[src/rtl/sisc_seq_ctrl.sv]
// ============================================================================
// Module   : sisc_seq_ctrl
// Brief    : Variable-length multi-cycle control FSM for the SISC CPU with
//            memory handshake stalls, two-cycle SWP writeback, sticky HALT
//            and a retired-instruction counter.
// Revision : 1.0 - initial release
// ============================================================================
`default_nettype none

module sisc_seq_ctrl #(
    parameter int OP_W   = 4,
    parameter int CC_W   = 4,
    parameter int AM_IMM = 8,
    parameter int CNT_W  = 16
) (
    input  logic             clk,
    input  logic             rst,
    input  logic [OP_W-1:0]  opcode,
    input  logic [CC_W-1:0]  mm,
    input  logic [CC_W-1:0]  stat,
    input  logic             mem_ready,
    output logic             pc_rst,
    output logic             pc_write,
    output logic             pc_sel,
    output logic             br_sel,
    output logic             ir_load,
    output logic             rd_sel,
    output logic             rf_we,
    output logic             wb_sel,
    output logic             swap_sel,
    output logic             mem_req,
    output logic             mem_we,
    output logic             halted,
    output logic [1:0]       alu_op,
    output logic [3:0]       state,
    output logic [CNT_W-1:0] instret
);

    localparam logic [3:0] c_ST_RESET   = 4'd0;
    localparam logic [3:0] c_ST_FETCH   = 4'd1;
    localparam logic [3:0] c_ST_DECODE  = 4'd2;
    localparam logic [3:0] c_ST_EXECUTE = 4'd3;
    localparam logic [3:0] c_ST_MEM     = 4'd4;
    localparam logic [3:0] c_ST_WB      = 4'd5;
    localparam logic [3:0] c_ST_WB2     = 4'd6;
    localparam logic [3:0] c_ST_HALT    = 4'd7;

    localparam logic [OP_W-1:0] c_OP_NOOP = OP_W'(0);
    localparam logic [OP_W-1:0] c_OP_LOD  = OP_W'(1);
    localparam logic [OP_W-1:0] c_OP_STR  = OP_W'(2);
    localparam logic [OP_W-1:0] c_OP_SWP  = OP_W'(3);
    localparam logic [OP_W-1:0] c_OP_BRA  = OP_W'(4);
    localparam logic [OP_W-1:0] c_OP_BRR  = OP_W'(5);
    localparam logic [OP_W-1:0] c_OP_BNE  = OP_W'(6);
    localparam logic [OP_W-1:0] c_OP_BNR  = OP_W'(7);
    localparam logic [OP_W-1:0] c_OP_ALU  = OP_W'(8);
    localparam logic [OP_W-1:0] c_OP_HLT  = OP_W'(15);

    localparam logic [CC_W-1:0] c_AM_IMM = CC_W'(AM_IMM);

    logic [3:0]       r_state;
    logic [3:0]       w_next_state;
    logic [CNT_W-1:0] r_instret;
    logic             w_is_rel;
    logic             w_is_cond_pos;
    logic             w_is_branch;
    logic             w_is_mem_op;
    logic             w_taken;

    assign w_is_rel      = (opcode == c_OP_BRR) || (opcode == c_OP_BNR);
    assign w_is_cond_pos = (opcode == c_OP_BRA) || (opcode == c_OP_BRR);
    assign w_is_branch   = w_is_cond_pos || (opcode == c_OP_BNE) || (opcode == c_OP_BNR);
    assign w_is_mem_op   = (opcode == c_OP_LOD) || (opcode == c_OP_STR);
    // An all-zero mask is an unconditional branch for every branch flavour.
    assign w_taken       = (mm == '0) ||
                           (w_is_cond_pos ? ((stat & mm) != '0) : ((stat & mm) == '0));

    always_ff @(posedge clk) begin
        if (rst) begin
            r_state   <= c_ST_RESET;
            r_instret <= '0;
        end else begin
            r_state <= w_next_state;
            if (r_state == c_ST_DECODE) begin
                r_instret <= r_instret + 1'b1;
            end
        end
    end

    always_comb begin
        w_next_state = c_ST_RESET;
        pc_rst       = 1'b0;
        pc_write     = 1'b0;
        pc_sel       = 1'b0;
        br_sel       = 1'b1;
        ir_load      = 1'b0;
        rd_sel       = 1'b0;
        rf_we        = 1'b0;
        wb_sel       = 1'b0;
        swap_sel     = 1'b0;
        mem_req      = 1'b0;
        mem_we       = 1'b0;
        halted       = 1'b0;
        alu_op       = 2'b10;

        case (r_state)
            c_ST_RESET: begin
                pc_rst       = 1'b1;
                w_next_state = c_ST_FETCH;
            end
            c_ST_FETCH: begin
                mem_req      = 1'b1;
                w_next_state = c_ST_FETCH;
                if (mem_ready) begin
                    ir_load      = 1'b1;
                    pc_write     = 1'b1;
                    w_next_state = c_ST_DECODE;
                end
            end
            c_ST_DECODE: begin
                br_sel = ~w_is_rel;
                case (opcode)
                    c_OP_HLT:                     w_next_state = c_ST_HALT;
                    c_OP_LOD, c_OP_STR, c_OP_SWP,
                    c_OP_BRA, c_OP_BRR, c_OP_BNE,
                    c_OP_BNR, c_OP_ALU:           w_next_state = c_ST_EXECUTE;
                    default:                      w_next_state = c_ST_FETCH;
                endcase
            end
            c_ST_EXECUTE: begin
                alu_op = {opcode != c_OP_ALU, mm == c_AM_IMM};
                br_sel = ~w_is_rel;
                rd_sel = w_is_mem_op;
                if (w_is_branch && w_taken) begin
                    pc_sel   = 1'b1;
                    pc_write = 1'b1;
                end
                if (w_is_mem_op) begin
                    w_next_state = c_ST_MEM;
                end else if ((opcode == c_OP_ALU) || (opcode == c_OP_SWP)) begin
                    w_next_state = c_ST_WB;
                end else begin
                    w_next_state = c_ST_FETCH;
                end
            end
            c_ST_MEM: begin
                mem_req      = 1'b1;
                rd_sel       = 1'b1;
                mem_we       = (opcode == c_OP_STR);
                w_next_state = c_ST_MEM;
                if (mem_ready) begin
                    w_next_state = (opcode == c_OP_LOD) ? c_ST_WB : c_ST_FETCH;
                end
            end
            c_ST_WB: begin
                rf_we        = 1'b1;
                wb_sel       = (opcode == c_OP_LOD);
                w_next_state = (opcode == c_OP_SWP) ? c_ST_WB2 : c_ST_FETCH;
            end
            c_ST_WB2: begin
                rf_we        = 1'b1;
                swap_sel     = 1'b1;
                w_next_state = c_ST_FETCH;
            end
            c_ST_HALT: begin
                halted       = 1'b1;
                w_next_state = c_ST_HALT;
            end
            default: begin
                w_next_state = c_ST_RESET;
            end
        endcase
    end

    assign state   = r_state;
    assign instret = r_instret;

    // c_OP_NOOP documents the encoding; NOOP falls through the decode default.
    logic w_unused;
    assign w_unused = (c_OP_NOOP != '0);

endmodule

`default_nettype wire
[config.mk]
export PLATFORM = sky130hd
export DESIGN_NAME = sisc_seq_ctrl
export DESIGN_NICKNAME = d
export VERILOG_FILES = /design/src/rtl/sisc_seq_ctrl.sv
export SDC_FILE = /design/constraint.sdc
export NUM_CORES = 1
export LEC_CHECK = 0
export ABC_AREA = 1
export BUFFER_PORTS_ARGS = -buffer_cell sky130_fd_sc_hd__buf_2
export CORE_MARGIN = 1.5
export CORE_UTILIZATION = 51
export CTS_CLUSTER_SIZE = 10
export DETAILED_ROUTE_END_ITERATION = 8
export GPL_TIMING_DRIVEN = 0
export HOLD_SLACK_MARGIN = 0.02
export PLACE_DENSITY = 0.84
export RECOVER_POWER = 25
export SYNTH_ARGS = -nofsm -noshare
export SYNTH_HDL_FRONTEND = slang
export SYNTH_SLANG_ARGS = --single-unit
[constraint.sdc]
create_clock -name clk -period 3.85 [get_ports clk]
set_clock_uncertainty 0.2 [all_clocks]
set_input_delay 0.385 -clock clk [delete_from_list [all_inputs] [get_ports clk]]
set_output_delay 0.385 -clock clk [all_outputs]
set_load 0.02 [all_outputs]
==> impl_metrics.env, run 1 <==
export IMPL_tns_ps=0
export IMPL_max_stage_delay_ps=440
export IMPL_cp_num_cells=7
export IMPL_gr_usage_all_layers=0.221
export IMPL_core_sq_um=2230
export IMPL_htree_levels=1
export IMPL_numCtsBuffers=3
export IMPL_cts_resized_gates=0
export IMPL_rsz0062_at_grt="false"
export IMPL_hp_class="in -> reg"
export IMPL_antenna_found_initial=0
export IMPL_grt_pass1_wl_mm=4.58
export IMPL_top_layer="met4"
export IMPL_ys_seq_elements=19
export IMPL_clock_latency_ps=290
export IMPL_critPathLaunchType="register"
export IMPL_io_buffers=46
export IMPL_dpl_cell_area_sq_um=1490
export IMPL_grt_max_degree=11
export IMPL_overflow=0
export IMPL_synth_top_area_share=0.311
export IMPL_syn_inst=207
export IMPL_hold_buffers=0
export IMPL_critPathTopFamily="flip-flops"
export IMPL_dp_worst_setup_slack_ps=2000
export IMPL_wl_per_cell_microns=9.34
export IMPL_vias=1394
export IMPL_cts_tree="built"
export IMPL_min_period_over_period=0.560
export IMPL_gp_congestion=0.860
export IMPL_synthesis_nets=223
export IMPL_cts_sinks=19
export IMPL_cts_setup_buffers=0
export IMPL_syn_avg_cell_area_sq_um=5.91
export IMPL_die_area_sq_um=2700
export IMPL_yosysTopAreaCell="dfxtp_1"
export IMPL_firstDrtPassIters=4
export IMPL_nets=274
export IMPL_period_minus_slack_ps=2160
export IMPL_ys_types=20
export IMPL_drtIter0Drc=36
export IMPL_peakVddDrop_mv=0.268
export IMPL_hold_depth=2
export IMPL_maxSlewViolCount=0
export IMPL_fin_area_sq_um=1480
export IMPL_max_freq_mhz=464
export IMPL_wl_met2_mm=1.13
export IMPL_hold_viol=0
export IMPL_setup_viol=0
export IMPL_drtAntennaViolNets=0
export IMPL_die_w_microns=52.0
export IMPL_worst_slack_ps=1690
export IMPL_ys_top_cells_by_area="dfxtp_1 31%, nand2_1 18%, nor2_1 12%"
export IMPL_whs_ps=285
export IMPL_p_per_area_nw_per_um2=239
export IMPL_area_delta_synth_final_pct=21.3
export IMPL_drc=0
export IMPL_num_rows=17
export IMPL_first_global_vias=1100
export IMPL_detail_route_wirelength_mm=2.66
export IMPL_p_total_mw=0.354
export IMPL_antenna_cells=0
export IMPL_dp_hpwl_mm=2.09
export IMPL_cts_root_buf="clkbuf_4"
export IMPL_arrival_ps=1570
export IMPL_seq_area_frac_synth=0.311
export IMPL_die_h_microns=52.0
export IMPL_nFillCells=232
export IMPL_status="finished clean"
export IMPL_synth_area_sq_um=1220
export IMPL_start_util=0.547
export IMPL_critPathSlowestCell="dfxtp_1"
export IMPL_clk_path_buf_depth=2
export IMPL_cp_num_buf_inv=3
export IMPL_wl_met3_microns=165
export IMPL_p_leak_nw=0.773
export IMPL_clkTransAtPathRegs_ps=100
export IMPL_required_ps=3260
export IMPL_crit_path_max_fanout=8
export IMPL_wl_met1_mm=1.36
export IMPL_ios=49
export IMPL_vias_per_cell=4.89
export IMPL_max_cap_violations=0
export IMPL_ys_warn_count=0
export IMPL_r2r_cells=6
export IMPL_drive_gt1_frac=0.175
export IMPL_cp_end_kind="output pin"
export IMPL_crit_type="reg -> out"
export IMPL_worstPathCellList="inv_1 -> nor2_1 -> nand2_1 -> inv_1 -> nand2_1 -> o21ai_0 -> buf_2"
layer usage:
layer,vias to the layer above,GRT usage
met4,0,0.0482
met5,-,0
met2,36,0.340
li1,757,-
met1,599,0.312
met3,2,0.0546
final cells by class:
cell class | instances | area, sq um | share of cell area
Buffer | 3 | 15.0 | 0.0101
Clock buffer | 4 | 26.3 | 0.0177
Inverter | 27 | 101 | 0.0684
Multi-Input combinational cell | 158 | 706 | 0.476
Sequential cell | 19 | 380 | 0.257
Tap cell | 28 | 35.0 | 0.0236
Timing Repair Buffer | 46 | 219 | 0.148
worst register-to-register path, delay by kind of cell (launching register included):
kind | cells | cell delay [ps]
simple gates | 6 | 1150
flops | 1 | 470
cells in the mapped netlist, drive strengths merged:
library cell  count
a21oi            10
and3              2
buf               1
clkbuf            2
conb              1
dfxtp            19
ha                1
inv              27
nand2            61
nand3            17
nand4             6
nor2             41
nor3              4
nor3b             2
o21ai            12
o21bai            1
kinds of logic (layout without fill, tap and decap cells):
group                    count (synthesis)  in the layout  synth area share
AND/OR/NAND/NOR                        133            133             0.481
buffers and inverters                   30             80            0.0952
AO/OA/AOI/OAI                           23             23            0.0993
flip-flops                              19             19             0.311
adder cells (fa/ha/maj)                  1              1            0.0102
other                                    1              1           0.00307
final timing paths:
path / startpoint / slack, ps / to
setup / recovery: state[0]$_SDFF_PP0_ / 1690 / pc_write
hold reg to reg: instret[12]$_SDFFE_PP0P_ / 290 / instret[12]$_SDFFE_PP0P_
setup reg to reg: state[1]$_SDFF_PP0_ / 1970 / instret[15]$_SDFFE_PP0P_
hold / removal: rst / 290 / state[0]$_SDFF_PP0_
state kept, by name, summed over array words and instances (netlist names):
name	cells
instret	16
state	3
cells in the final DEF, fill, tap and decap left out:
master and n:
nor2_4 1, and3_1 2, nand3_1 17, nor3_1 4, ha_1 1, clkbuf_1 12
dfxtp_1 19, nand2_4 1, nand4_1 6, nor3b_1 2, nand2_1 60, a21oi_1 10
inv_2 1, clkbuf_4 3, inv_1 26, o21bai_2 1, conb_1 1, o21ai_0 12
nor2_1 40, buf_2 37, buf_4 1
metrics by stage:
| stage | instances | util |
|---|---|---|
| floorplan | 207 | - |
| global placement | 281 | 0.666 |
| detailed placement | 281 | 0.666 |
| CTS | 285 | 0.678 |
| global route | 285 | 0.664 |
| finish | 285 | 0.664 |
power by group:
part	switching (mW)	internal [mW]	leakage, nW
logic	0.0363	0.0190	0.604
registers	0.00352	0.199	0.154
clock network	0.0563	0.0403	0.0150
Power figures use the tool's default switching activity.
==> run 2: changes to the inputs <==
Settings changed: CORE_UTILIZATION 51 to 48, PLACE_DENSITY 0.84 to 0.79.
Clock period 3.85 ns to 2.2 ns, I/O delays scaled along.
==> run 2 against run 1 <==
Power grew 77%. Via count is 2.0% higher. Utilization shrank 5.0 points. Sequential power increased by 75%. Register-to-register slack got worse by 1500 ps. Critical path type unchanged. Final cell count is 0.70% higher. Hold slack got worse by 180 ps. Combinational power increased by 76%. Wire length increased by 4.6%. Clock power is 80% higher.
==> impl_metrics.env, run 2 (synthesized netlist as in run 1, its figures left out) <==
export IMPL_min_period_over_period=0.886
export IMPL_start_util=0.503
export IMPL_overflow=0
export IMPL_final_common_cell="nand2_1"
export IMPL_gr_usage_all_layers=0.213
export IMPL_antenna_found_initial=0
export IMPL_die_h_microns=53.5
export IMPL_peakVddDrop_mv=0.469
export IMPL_max_freq_mhz=513
export IMPL_gp_congestion=0.772
export IMPL_die_area_sq_um=2860
export IMPL_hold_buffers=0
export IMPL_grt_max_degree=12
export IMPL_p_leak_nw=0.761
export IMPL_area_delta_synth_final_pct=22.1
export IMPL_vias_per_cell=4.95
export IMPL_cts_sinks=19
export IMPL_drive_gt1_frac=0.179
export IMPL_hold_depth=5
export IMPL_max_stage_delay_ps=480
export IMPL_grt_pass1_wl_mm=4.47
export IMPL_drc=0
export IMPL_p_per_area_nw_per_um2=419
export IMPL_hold_end="state[0]$_SDFF_PP0_"
export IMPL_min_from="mem_ready"
export IMPL_antenna_cells=0
export IMPL_core_sq_um=2430
export IMPL_nets=274
export IMPL_htree_levels=1
export IMPL_vias=1422
export IMPL_io_buffers=46
export IMPL_clk_path_buf_depth=2
export IMPL_period_minus_slack_ps=1950
export IMPL_detail_route_wirelength_mm=2.78
export IMPL_rsz0062_at_grt="false"
export IMPL_fin_area_sq_um=1490
export IMPL_mostFrequentLayoutCells="60 x nand2_1, 38 x nor2_1, 34 x buf_2"
export IMPL_worstPathCellList="nand2_1 -> nor2_2 -> nand2_1 -> inv_1 -> nand2_1 -> o21ai_0 -> buf_2"
export IMPL_num_rows=18
export IMPL_r2r_setup_slack_ps=520
export IMPL_r2r_start="state[1]$_SDFF_PP0_"
export IMPL_maxSlewViolCount=0
export IMPL_hold_viol=0
export IMPL_critPathLaunchType="register"
export IMPL_critPathSlowestCell="dfxtp_1"
export IMPL_drtAntennaViolNets=0
export IMPL_dp_hpwl_mm=2.20
export IMPL_first_global_vias=1090
export IMPL_status="finished clean"
export IMPL_hp_class="in -> reg"
export IMPL_ios=49
export IMPL_dpl_cell_area_sq_um=1490
export IMPL_cp_end_kind="output pin"
export IMPL_cts_root_buf="clkbuf_4"
export IMPL_die_w_microns=53.5
export IMPL_worst_r2r_endpoint="instret[14]$_SDFFE_PP0P_"
export IMPL_setup_viol=0
export IMPL_numCtsBuffers=3
export IMPL_largest_reg_flops=16
export IMPL_clkTransAtPathRegs_ps=100
export IMPL_cts_tree="built"
export IMPL_max_cap_violations=0
export IMPL_crit_type="reg -> out"
export IMPL_r2r_cells=5
export IMPL_arrival_ps=1530
export IMPL_drtIter0Drc=34
export IMPL_wl_per_cell_microns=9.70
export IMPL_cpMostUsedCell="nand2_1"
export IMPL_tns_ps=0
export IMPL_required_ps=1780
export IMPL_crit_path_max_fanout=8
export IMPL_firstDrtPassIters=4
export IMPL_clock_latency_ps=300
-- run 2: area by class of cell --
class	instances	area [sq um]
Buffer	3	15.0
Clock buffer	3	22.5
Clock inverter	1	5.00
Fill cell	250	940
Inverter	27	101
Multi-Input combinational cell	158	716
Sequential cell	19	380
Tap cell	30	37.5
Timing Repair Buffer	46	215
-- run 2: timing repair --
| action | CTS | global route |
|---|---|---|
| setup buffers | 0 | 0 |
| resized for setup | 0 | 1 |
| endpoints found under the setup margin | 0 | 1 |
-- run 2: per-stage QoR --
step	setup slack (ps)	instances	utilization	hold WS (ps)	total power [mW]
after floorplan	545	207	-	257	0.424
after CTS	137	287	0.624	96.9	0.638
after detailed placement	476	283	0.613	283	0.461
after global routing	120	287	0.614	99.7	0.669
final	250	287	0.614	101	0.626
after global placement	484	283	0.613	277	0.460
-- run 2: critical path, delay by kind of cell (launching register included) --
family | cells | cell delay (ps)
flip-flops | 1 | 480
buffers and inverters | 2 | 230
AND/OR/NAND/NOR | 4 | 450
AO/OA/AOI/OAI | 1 | 70
-- run 2: routing by layer --
metal	wire, microns	track usage	vias up
met5	0	0	-
met4	15	0.0513	0
met3	166	0.0508	2
met2	1240	0.352	43
met1	1360	0.275	617
li1	-	-	760
-- run 2: worst max-delay path by stage --
stage | start | endpoint | cells past startpoint
global route | state[1]$_SDFF_PP0_ | pc_write | 7
detailed placement | state[1]$_SDFF_PP0_ | pc_write | 7
CTS | state[1]$_SDFF_PP0_ | pc_write | 7
finish | state[1]$_SDFF_PP0_ | pc_write | 7
global placement | state[1]$_SDFF_PP0_ | pc_write | 7
floorplan | state[0]$_SDFF_PP0_ | pc_write | 6
-- run 2: power breakdown --
part           internal, mW  switching [mW]  leakage (nW)
logic                0.0334          0.0638         0.590
clock network        0.0677           0.107        0.0177
registers             0.348         0.00677         0.154
total                 0.449           0.177         0.761
==> run 3: changes to the inputs <==
--- a/config.mk
+++ b/config.mk
@@ -9,2 +9,3 @@
 export BUFFER_PORTS_ARGS = -buffer_cell sky130_fd_sc_hd__buf_2
+export CORE_ASPECT_RATIO = 0.8
 export CORE_MARGIN = 1.5
==> constraint.sdc (replaced) <==
create_clock -name clk -period 2.2 [get_ports clk]
set_clock_uncertainty 0.2 [all_clocks]
set_input_delay 0.44 -clock clk [delete_from_list [all_inputs] [get_ports clk]]
set_output_delay 0.44 -clock clk [all_outputs]
set_load 0.02 [all_outputs]
==> run 3 against run 2 <==
First-iteration DRC count rose to 2.6 times the previous value. Die area barely moved. Hold slack improved by 200 ps. Fmax decreased by 3.5%. Flip-flop and latch count unchanged. Worst setup slack got worse by 71 ps. Power grew 0.38%. Utilization grew 1.4 points. Largest power group unchanged.
==> impl_metrics.env, run 3 (synthesized netlist as in run 1, its figures left out) <==
export IMPL_crit_path_max_fanout=6
export IMPL_hold_buffers=0
export IMPL_min_period_over_period=0.919
export IMPL_grt_pass1_wl_mm=4.58
export IMPL_core_sq_um=2420
export IMPL_die_w_microns=59.4
export IMPL_cts_tree="built"
export IMPL_vias=1412
export IMPL_fin_cells=294
export IMPL_worstPathCellList="inv_2 -> nand2_1 -> nor2_4 -> nand2_1 -> inv_1 -> nand2_1 -> o21ai_0 -> buf_2"
export IMPL_overflow=0
export IMPL_maxSlewViolCount=0
export IMPL_arrival_ps=1380
export IMPL_tns_ps=0
export IMPL_num_rows=16
export IMPL_cpMostUsedCell="nand2_1"
export IMPL_p_leak_nw=0.798
export IMPL_firstDrtPassIters=4
export IMPL_fin_area_sq_um=1520
export IMPL_dp_hpwl_mm=2.22
export IMPL_hold_depth=2
export IMPL_drtAntennaViolNets=0
export IMPL_gr_usage_all_layers=0.212
export IMPL_hp_class="in -> reg"
export IMPL_start_util=0.505
export IMPL_p_per_area_nw_per_um2=413
export IMPL_largest_reg_flops=16
export IMPL_wl_per_cell_microns=10.0
export IMPL_first_global_vias=1071
export IMPL_clk_path_buf_depth=2
export IMPL_critPathLaunchType="register"
export IMPL_place_inst=289
export IMPL_mostFrequentLayoutCells="60 x nand2_1, 41 x buf_2, 39 x nor2_1"
export IMPL_clkTransAtPathRegs_ps=110
export IMPL_antenna_found_initial=0
export IMPL_nets=275
export IMPL_htree_levels=1
export IMPL_crit_type="reg -> out"
export IMPL_tightest_slew_ps=543
export IMPL_cp_num_buf_inv=3
export IMPL_grt_max_degree=12
export IMPL_drc=0
export IMPL_cp_end_kind="output pin"
export IMPL_r2r_cells=6
export IMPL_critPathSlowestCell="dfxtp_2"
export IMPL_min_from="rst"
export IMPL_r2r_setup_slack_ps=310
export IMPL_max_freq_mhz=495
export IMPL_die_area_sq_um=2860
export IMPL_status="finished clean"
export IMPL_period_minus_slack_ps=2020
export IMPL_drtIter0Drc=90
export IMPL_gp_congestion=0.859
export IMPL_worst_r2r_endpoint="instret[9]$_SDFFE_PP0P_"
export IMPL_area_delta_synth_final_pct=24.4
export IMPL_die_h_microns=48.1
export IMPL_dp_worst_setup_slack_ps=258
export IMPL_slew_headroom=0.637
export IMPL_final_util=0.628
export IMPL_whs_ps=296
export IMPL_critPathTopFamily="flip-flops"
export IMPL_cts_root_buf="clkbuf_4"
export IMPL_dpl_cell_area_sq_um=1500
export IMPL_vias_per_cell=4.80
export IMPL_final_common_cell="nand2_1"
export IMPL_nFillCells=251
export IMPL_io_buffers=46
export IMPL_setup_viol=0
export IMPL_max_stage_delay_ps=370
export IMPL_p_total_mw=0.629
export IMPL_hold_end="state[0]$_SDFF_PP0_"
export IMPL_required_ps=1560
export IMPL_worst_slack_ps=179
export IMPL_hold_viol=0
export IMPL_rsz0062_at_grt="false"
export IMPL_max_cap_violations=0
export IMPL_multi_input_area_sq_um=713
export IMPL_antenna_cells=0
export IMPL_detail_route_wirelength_mm=2.95
export IMPL_peakVddDrop_mv=0.487
export IMPL_numCtsBuffers=3
export IMPL_clock_latency_ps=300
export IMPL_ios=49
export IMPL_regArea_sq_um=387
export IMPL_drive_gt1_frac=0.217
export IMPL_r2r_start="state[0]$_SDFF_PP0_"
export IMPL_cts_sinks=19
run 3: how the worst max path moves through the flow:
stage	from	endpoint	slack, ps	cells past startpoint
after floorplan	state[0]$_SDFF_PP0_	pc_write	320	6
after global placement	state[1]$_SDFF_PP0_	pc_write	270	7
after detailed placement	state[1]$_SDFF_PP0_	pc_write	260	7
after CTS	state[0]$_SDFF_PP0_	pc_write	10	7
after global routing	state[2]$_SDFF_PP0_	pc_write	50	8
final	state[2]$_SDFF_PP0_	pc_write	180	8
run 3: what timing repair did:
item | in CTS | in global routing
setup endpoints to repair | 3 | 2
buffers inserted | 0 | 1
cloned | 0 | 0
pin swaps | 0 | 0
resized for setup | 2 | 4
run 3: routing by layer:
| layer | track usage | vias to the layer above | wire length, microns | part of all wire |
|---|---|---|---|---|
| met3 | 0.0610 | 2 | 225 | 0.076 |
| met4 | 0.0409 | 0 | 9 | 0.0030 |
| li1 | - | 761 | - | - |
| met2 | 0.292 | 47 | 1180 | 0.40 |
| met5 | 0 | - | 0 | 0 |
| met1 | 0.325 | 602 | 1540 | 0.52 |
run 3: power breakdown:
part,internal [mW],switching (mW)
clock,0.0678,0.106
combinational,0.0343,0.0652
sequential,0.348,0.00744
run 3: layout make-up:
| type | count | share of cell area |
|---|---|---|
| Multi-Input combinational cell | 158 | 0.469 |
| Sequential cell | 19 | 0.254 |
| Timing Repair Buffer | 47 | 0.152 |
| Inverter | 27 | 0.0667 |
| Tap cell | 36 | 0.0296 |
| Clock buffer | 3 | 0.0148 |
| Buffer | 3 | 0.00988 |
| Clock inverter | 1 | 0.00329 |
